===== src/rtl/debounce_edge.sv =====
`default_nettype none
// ============================================================================
// Module      : debounce_edge
// Description : Switch/button debouncer with edge detection.
//               A raw asynchronous level is brought into the clk domain by a
//               two-flop synchronizer. A four-state FSM then accepts a level
//               change only after STABLE_CYCLES consecutive agreeing samples.
//               On acceptance it emits a one-cycle rise or fall pulse and,
//               for rises only, advances an 8-bit wrapping edge counter.
// Ports       : clk      - sole clock, rising edge
//               rst      - asynchronous active-high reset
//               A        - raw bouncing input level
//               Y        - debounced level (registered)
//               rise     - one-cycle pulse on accepted 0->1 (registered)
//               fall     - one-cycle pulse on accepted 1->0 (registered)
//               busy     - high while a candidate change is being qualified
//               edge_cnt - count of accepted rising edges, wraps 255 -> 0
// Revision    : 1.0 - initial release
// ============================================================================
module debounce_edge #(
    parameter int STABLE_CYCLES = 10,
    parameter int CNT_W         = 4
) (
    input  logic       clk,
    input  logic       rst,
    input  logic       A,
    output logic       Y,
    output logic       rise,
    output logic       fall,
    output logic       busy,
    output logic [7:0] edge_cnt
);

    typedef enum logic [1:0] {
        ST_LOW       = 2'd0,
        ST_WAIT_HIGH = 2'd1,
        ST_HIGH      = 2'd2,
        ST_WAIT_LOW  = 2'd3
    } state_t;

    // Count value reached when the final qualifying sample is being checked.
    localparam logic [CNT_W-1:0] C_LAST_CNT = CNT_W'(STABLE_CYCLES - 1);
    localparam logic [CNT_W-1:0] C_CNT_ONE  = CNT_W'(1);

    logic             sync1_q, sync1_d;
    logic             sync2_q, sync2_d;
    state_t           state_q, state_d;
    logic [CNT_W-1:0] cnt_q, cnt_d;
    logic             y_q, y_d;
    logic             rise_q, rise_d;
    logic             fall_q, fall_d;
    logic             busy_q, busy_d;
    logic [7:0]       edge_cnt_q, edge_cnt_d;

    always_comb begin
        sync1_d    = A;
        sync2_d    = sync1_q;
        state_d    = state_q;
        cnt_d      = cnt_q;
        y_d        = y_q;
        rise_d     = 1'b0;
        fall_d     = 1'b0;
        edge_cnt_d = edge_cnt_q;

        case (state_q)
            ST_LOW: begin
                if (sync2_q) begin
                    state_d = ST_WAIT_HIGH;
                    cnt_d   = C_CNT_ONE;
                end
            end
            ST_WAIT_HIGH: begin
                // A mismatching sample is tested first so that a glitch on
                // the final qualifying sample aborts instead of accepting.
                if (!sync2_q) begin
                    state_d = ST_LOW;
                    cnt_d   = '0;
                end else if (cnt_q == C_LAST_CNT) begin
                    state_d    = ST_HIGH;
                    cnt_d      = '0;
                    y_d        = 1'b1;
                    rise_d     = 1'b1;
                    edge_cnt_d = edge_cnt_q + 8'd1;
                end else begin
                    cnt_d = cnt_q + C_CNT_ONE;
                end
            end
            ST_HIGH: begin
                if (!sync2_q) begin
                    state_d = ST_WAIT_LOW;
                    cnt_d   = C_CNT_ONE;
                end
            end
            ST_WAIT_LOW: begin
                if (sync2_q) begin
                    state_d = ST_HIGH;
                    cnt_d   = '0;
                end else if (cnt_q == C_LAST_CNT) begin
                    state_d = ST_LOW;
                    cnt_d   = '0;
                    y_d     = 1'b0;
                    fall_d  = 1'b1;
                end else begin
                    cnt_d = cnt_q + C_CNT_ONE;
                end
            end
            default: begin
                state_d = ST_LOW;
                cnt_d   = '0;
            end
        endcase

        // busy is registered from the next state so it tracks the state
        // register exactly.
        busy_d = (state_d == ST_WAIT_HIGH) || (state_d == ST_WAIT_LOW);
    end

    always_ff @(posedge clk or posedge rst) begin
        if (rst) begin
            sync1_q    <= 1'b0;
            sync2_q    <= 1'b0;
            state_q    <= ST_LOW;
            cnt_q      <= '0;
            y_q        <= 1'b0;
            rise_q     <= 1'b0;
            fall_q     <= 1'b0;
            busy_q     <= 1'b0;
            edge_cnt_q <= 8'd0;
        end else begin
            sync1_q    <= sync1_d;
            sync2_q    <= sync2_d;
            state_q    <= state_d;
            cnt_q      <= cnt_d;
            y_q        <= y_d;
            rise_q     <= rise_d;
            fall_q     <= fall_d;
            busy_q     <= busy_d;
            edge_cnt_q <= edge_cnt_d;
        end
    end

    assign Y        = y_q;
    assign rise     = rise_q;
    assign fall     = fall_q;
    assign busy     = busy_q;
    assign edge_cnt = edge_cnt_q;

endmodule
`default_nettype wire


===== config.mk =====
export PLATFORM = sky130hd
export DESIGN_NAME = debounce_edge
export DESIGN_NICKNAME = d
export VERILOG_FILES = /design/src/rtl/debounce_edge.sv
export SDC_FILE = /design/constraint.sdc
export NUM_CORES = 1
export LEC_CHECK = 0
export CORE_MARGIN = 2
export CORE_UTILIZATION = 45
export CTS_BUF_LIST = sky130_fd_sc_hd__clkbuf_2
export CTS_CLUSTER_DIAMETER = 120
export DETAILED_ROUTE_END_ITERATION = 12
export HOLD_SLACK_MARGIN = 0.1
export PLACE_DENSITY = 0.8
export SYNTH_ARGS = -nofsm -noshare
export SYNTH_HDL_FRONTEND = slang
export SYNTH_SLANG_ARGS = --single-unit

===== constraint.sdc =====
create_clock -name clk -period 1.6 [get_ports clk]
set_clock_uncertainty 0.2 [all_clocks]
set_input_delay 0.4 -clock clk [delete_from_list [all_inputs] [get_ports clk]]
set_output_delay 0.4 -clock clk [all_outputs]
set_load 0.02 [all_outputs]

Word-level counts from Yosys, hierarchy flattened:

Index checks and enable logic that the tools add are counted.

* output and inout port bits: 12
* bits in latches: 0
* logic and storage cells: 52
* memories kept: 0
* memory bits (writable): 0
* register bits: 20
* ROM bits: 0

* reduce and logical (&&, ||, !) cells: 6
* equal/unequal tests: 12
* $add $sub $neg: 2
* magnitude comparators: 0
* divide/modulo/power cells: 0
* bitwise logic cells: 0
* multipliers: 0
* shifts and indexed selects: 0
* mux-type cells: 23

Operators with widths (number)
* 4-bit two-way mux: 5
* 4-bit case mux with 4 select lines: 1
* 2-bit two-way mux: 6
* 2-bit != test, second input constant: 6
* 1-bit two-way mux: 9
* 8-bit by 1-bit adder with 8-bit output, second input constant: 1
* 2-bit case mux with 4 select lines: 1
* 2-bit == test, second input constant: 3
* 5-bit AND reduction: 1
* 4-bit by 1-bit adder with 4-bit output, second input constant: 1
* 2-bit by 1-bit == test with 1-bit output, second input constant: 2
* 4-bit == test, second input constant: 1
* 3-bit AND reduction: 1
* 2-bit logical NOT: 1
* 1-bit case mux with 2 select lines: 1
* 2-bit AND reduction: 1
* 2-bit nonzero test: 1
* 1-bit logical OR: 1

Logic depth before layout (Yosys ltp):

* depth in word-level cells: 6
* gate-level depth with buffers: 6

Worst setup path after synthesis:

No wires, ideal clock.

* kind: flip-flop to flip-flop
* start point: register cnt_q[1]
* end point: register edge_cnt_q[1], in the netlist edge_cnt[1]
* clock period less this slack: 1726 ps
* required time: 1275 ps
* arrival time: 1401 ps
* setup time: 125 ps
* path buffers: 0
* slack: -126 ps
* cell stages (with the launch flop): 6
* cells stage by stage: dfrtp_1 -> inv_1 -> ha_1 -> nand4b_4 -> nor3b_4 -> mux2_4

* longest elaborated chain between the ends: 2

RTL lines
* start: declaration: line 48 `logic [CNT_W-1:0] cnt_q, cnt_d;`
* start signal: assignment: line 133 `cnt_q <= cnt_d;`
* 4-bit == test: line 78 `end else if (cnt_q == C_LAST_CNT) begin`
* 3-bit AND reduction (no line)
* end signal: assignment: line 138 `edge_cnt_q <= edge_cnt_d;`
* end: declaration: line 53 `logic [7:0] edge_cnt_q, edge_cnt_d;`

No other way between the ends.
A chain may end at the register's enable or synchronous reset.

Final worst setup path:

* start point: register cnt_q[1]
* end point: register state_q[1]

* longest elaborated chain between the ends: 4
* elaborated cells between the ends (all ways): 6

RTL lines
* 4-bit == test (*): line 78, 98
* 2-bit two-way mux (on tied branches): line 98, 78
* 2-bit two-way mux (on tied branches): line 95, 75
* 2-bit case mux with 4 select lines (*): line 65 `case (state_q)`
* named net state_d[1]: line 47 `state_t state_q, state_d;`
* end signal: assignment: line 132 `state_q <= state_d;`
* end: declaration: line 47

Mark *: on every way through the listed nets, which the timed path passes. The rest lies on a longest branch.

==> results by group <==
Run
  – Max Cap Viol: 0

Worst setup path
  – Cell family with most CP delay: flip-flops
  – Max incr delay on CP: ~430 ps
  – Worst reg2reg endpoint: state_q[1]
  – Critical Path RT: 1620 ps
  – WP data arrival: approximately 1700 ps
  – CP Launch Point: cnt_q[1]
  – Critical Path End: state_q[1]
  – Most frequent CP cell: buf_4
  – WS Path Type: register to register
  – Buf/Inv on CP: 3
  – CP cell instances: inv_2, ha_4, nand4b_4, buf_4, buf_4, mux2_2
  – Reg2reg start: cnt_q[1]
  – R2r setup slk: -50 ps
  – Worst Setup End Kind: register
  – Worst setup SP type: register
  – Worst R2R Path Depth: 6
  – WP depth: 6
  – Slowest stage cell, crit path: dfrtp_1
  – CP max FO: 4

STA
  – Worst Setup Slack, final: -53.3 ps
  – Worst-margin pin slew: 330 ps
  – Period utilisation layout: 103%
  – Unrepaired setup endpoints after global routing: yes
  – Slew headroom: 77.9%
  – Setup Total Neg Slack: -94.1 ps
  – Max Transition Viols Final: 0
  – F_max: 605 MHz
  – # setup viols final: 2
  – Final hold violation count: 0
  – Minimum clock period: 1650 ps

Placement
  – Placement Setup Slack: -63.3 ps
  – Placed cells: 128
  – PortBufs: 14
  – Post-DP HPWL: around 1.2 mm
  – GPL Wtd Cong: between 0.7 and 0.8

Cells and area
  – Share of layout cells above drive strength 1: 46.4%
  – Sequential cell area: 502 µm²
  – Final Util: roughly 63%
  – Most frequent cells in the layout: buf_4 (21), dfrtp_1 (19), buf_2 (11)
  – Commonest non-fill, non-tap cell in the layout: buf_4
  – Multi-input logic area: 420 µm²
  – Post-route insts no fill: approximately 140
  – Synth-to-layout area growth: 33.2%
  – Diode count: 0
  – Fill cells: 167
  – Final net count: 119

Detailed routing
  – DRC viols: 0
  – Wire per inst: 13.2 µm
  – Initial DRC Count: 20
  – Routed WL: 1.84 mm
  – DR vias/cell: between 5 and 6
  – Drt pass-1 iters: 4
  – DRT antenna net count: 0
  – DR vias: 701

Logic synthesis
  – Syn nets: 83
  – Mapped Cells: 77
  – Flops & latches, synth: 20
  – Avg Cell Area, Syn: 12.0 µm²
  – Yosys warns: 0
  – Netlist area before placement: 925 µm²
  – Sequential-to-total area share from yosys stat: 54.1%
  – Distinct cells, synth: 30

Floorplanning
  – Total die area: about 0.0024 mm²
  – I/O pin total: 15
  – FP Rows: 16
  – Core Area: 0.00194 mm²
  – Die span in x: 49.3 µm
  – Die Height: 49.3 µm
  – Initial Util: 47.6%

GRT
  – Initial antenna violation count: 0
  – Remaining Overflow, GRT: 0
  – Number of global-route vias before repair: between 700 and 800
  – Largest net degree at the start of global routing: 21
  – GRT Overall Usage: 18.2%
  – First-pass GRT wire length: 3.33 mm

Clocking
  – Clock Path Buffers: 2
  – Root Driver: clkbuf_2
  – CTS H-Tree Depth: 1
  – CTS Hold Buffers Added: 0
  – Sink Count: 20
  – CTS clk-pin slew, worst paths: 190 ps
  – CTS Buf Count: 3
  – CTS tree: done
  – Clock Latency Late Sink: 320 ps

Power
  – LEAKAGE: between 0.6 and 0.7 nW
  – Max VDD drop: slightly below 0.6 mV
  – P per Cell Area: between 700 and 800 mW/mm²
  – Tot Pwr: 0.000934 W

Worst hold path
  – Worst hold path type: primary input to async pin

Run status
  – Failing checks: negative setup slack
  – Status: complete, but fails checks
## what timing repair did
| item | CTS | global route |
|---|---|---|
| pin swaps | 1 | 1 |
| setup endpoints to repair | 20 | 20 |
| gates resized for setup | 46 | 11 |
| endpoints found under the hold margin | 0 | 0 |
| buffers inserted | 5 | 2 |
## where the power goes
part / switching, W / internal [W]
combinational: 0.0000810 / 0.0000890
sequential: 0.0000260 / 0.000531
clock: 0.000152 / 0.0000544
## state kept, by name (all words and copies together) (netlist names)
name / flops
busy: 1
fall: 1
sync2_q: 1
state_q: 2
cnt_q: 4
sync1_q: 1
Y: 1
rise: 1
edge_cnt: 8
## worst min-delay path: cells and delay by family
| family | cells | cell delay, ps |
|---|---|---|
| buffers and inverters | 3 | 700 |
## metal layers
metal / vias up / wire length (µm) / global-route usage (%) / part of all wire, %
met5: - / 0 / 0 / 0
met4: 0 / 23 / 7.14 / 1.3
met3: 3 / 54 / 3.99 / 2.9
met2: 21 / 925 / 32.0 / 50
met1: 348 / 830 / 21.3 / 45
li1: 329 / - / - / -
## final cells by class
cell class | instances | share of cell area (%)
Tap cell | 27 | 2.74
Timing Repair Buffer | 35 | 19.3
Inverter | 5 | 1.52
Sequential cell | 20 | 40.8
Clock inverter | 1 | 0.305
Multi-Input combinational cell | 48 | 34.1
Clock buffer | 3 | 1.22
## how the worst min path moves through the flow
stage,from,end,slack (ps),depth (start not counted)
3_3_place_gp,sync1_q,sync2_q,150,0
4_1_cts,rst,edge_cnt[4],180,3
3_5_place_dp,sync1_q,sync2_q,150,0
5_1_grt,rst,fall,190,3
6_report,rst,edge_cnt[4],170,3
2_1_floorplan,sync1_q,sync2_q,130,0
## logic make-up after synthesis
kind of cell	after synthesis	synth area share, %
simple gates	24	18.4
flops	20	54.1
xor+xnor	11	10.4
buf+inv	9	4.73
compound gates	8	5.41
fa+ha+maj	3	4.06
mux	2	2.84
## Yosys cell counts
| cell type | number | area [µm²] |
|---|---|---|
| xor2_1 | 8 | 70.1 |
| nand4b_4 | 1 | 23.8 |
| a21oi_1 | 2 | 10.0 |
| nand3b_1 | 2 | 15.0 |
| dfrtp_1 | 20 | 500 |
| mux2_2 | 1 | 11.3 |
| nor4_2 | 1 | 12.5 |
| nand2b_1 | 1 | 6.26 |
| inv_1 | 5 | 18.8 |
| buf_6 | 1 | 11.3 |
| ha_1 | 3 | 37.5 |
| nand4_1 | 1 | 6.26 |
| xnor2_1 | 3 | 26.3 |
| nor3b_4 | 1 | 18.8 |
| o21ai_0 | 2 | 10.0 |
| and3b_2 | 1 | 10.0 |
| o32ai_1 | 1 | 8.76 |
| nor2_1 | 1 | 3.75 |
| nand2_1 | 6 | 22.5 |
| nand4b_1 | 1 | 8.76 |
| o21a_1 | 1 | 7.51 |
| nand3_1 | 2 | 10.0 |
| o31ai_1 | 1 | 7.51 |
| nor3_1 | 5 | 25.0 |
| mux2_4 | 1 | 15.0 |
| o22ai_1 | 1 | 6.26 |
| clkbuf_1 | 1 | 3.75 |
| clkbuf_2 | 1 | 5.00 |
| or3_2 | 1 | 7.51 |
| buf_2 | 1 | 5.00 |
## metrics by stage
step	area, µm²	hold slack (ps)
after floorplan	925	131
after global placement	1180	146
after detailed placement	1180	148
after CTS	1260	183
after global routing	1230	190
final	1230	169
No activity file was read; power rests on OpenSTA's default activity.
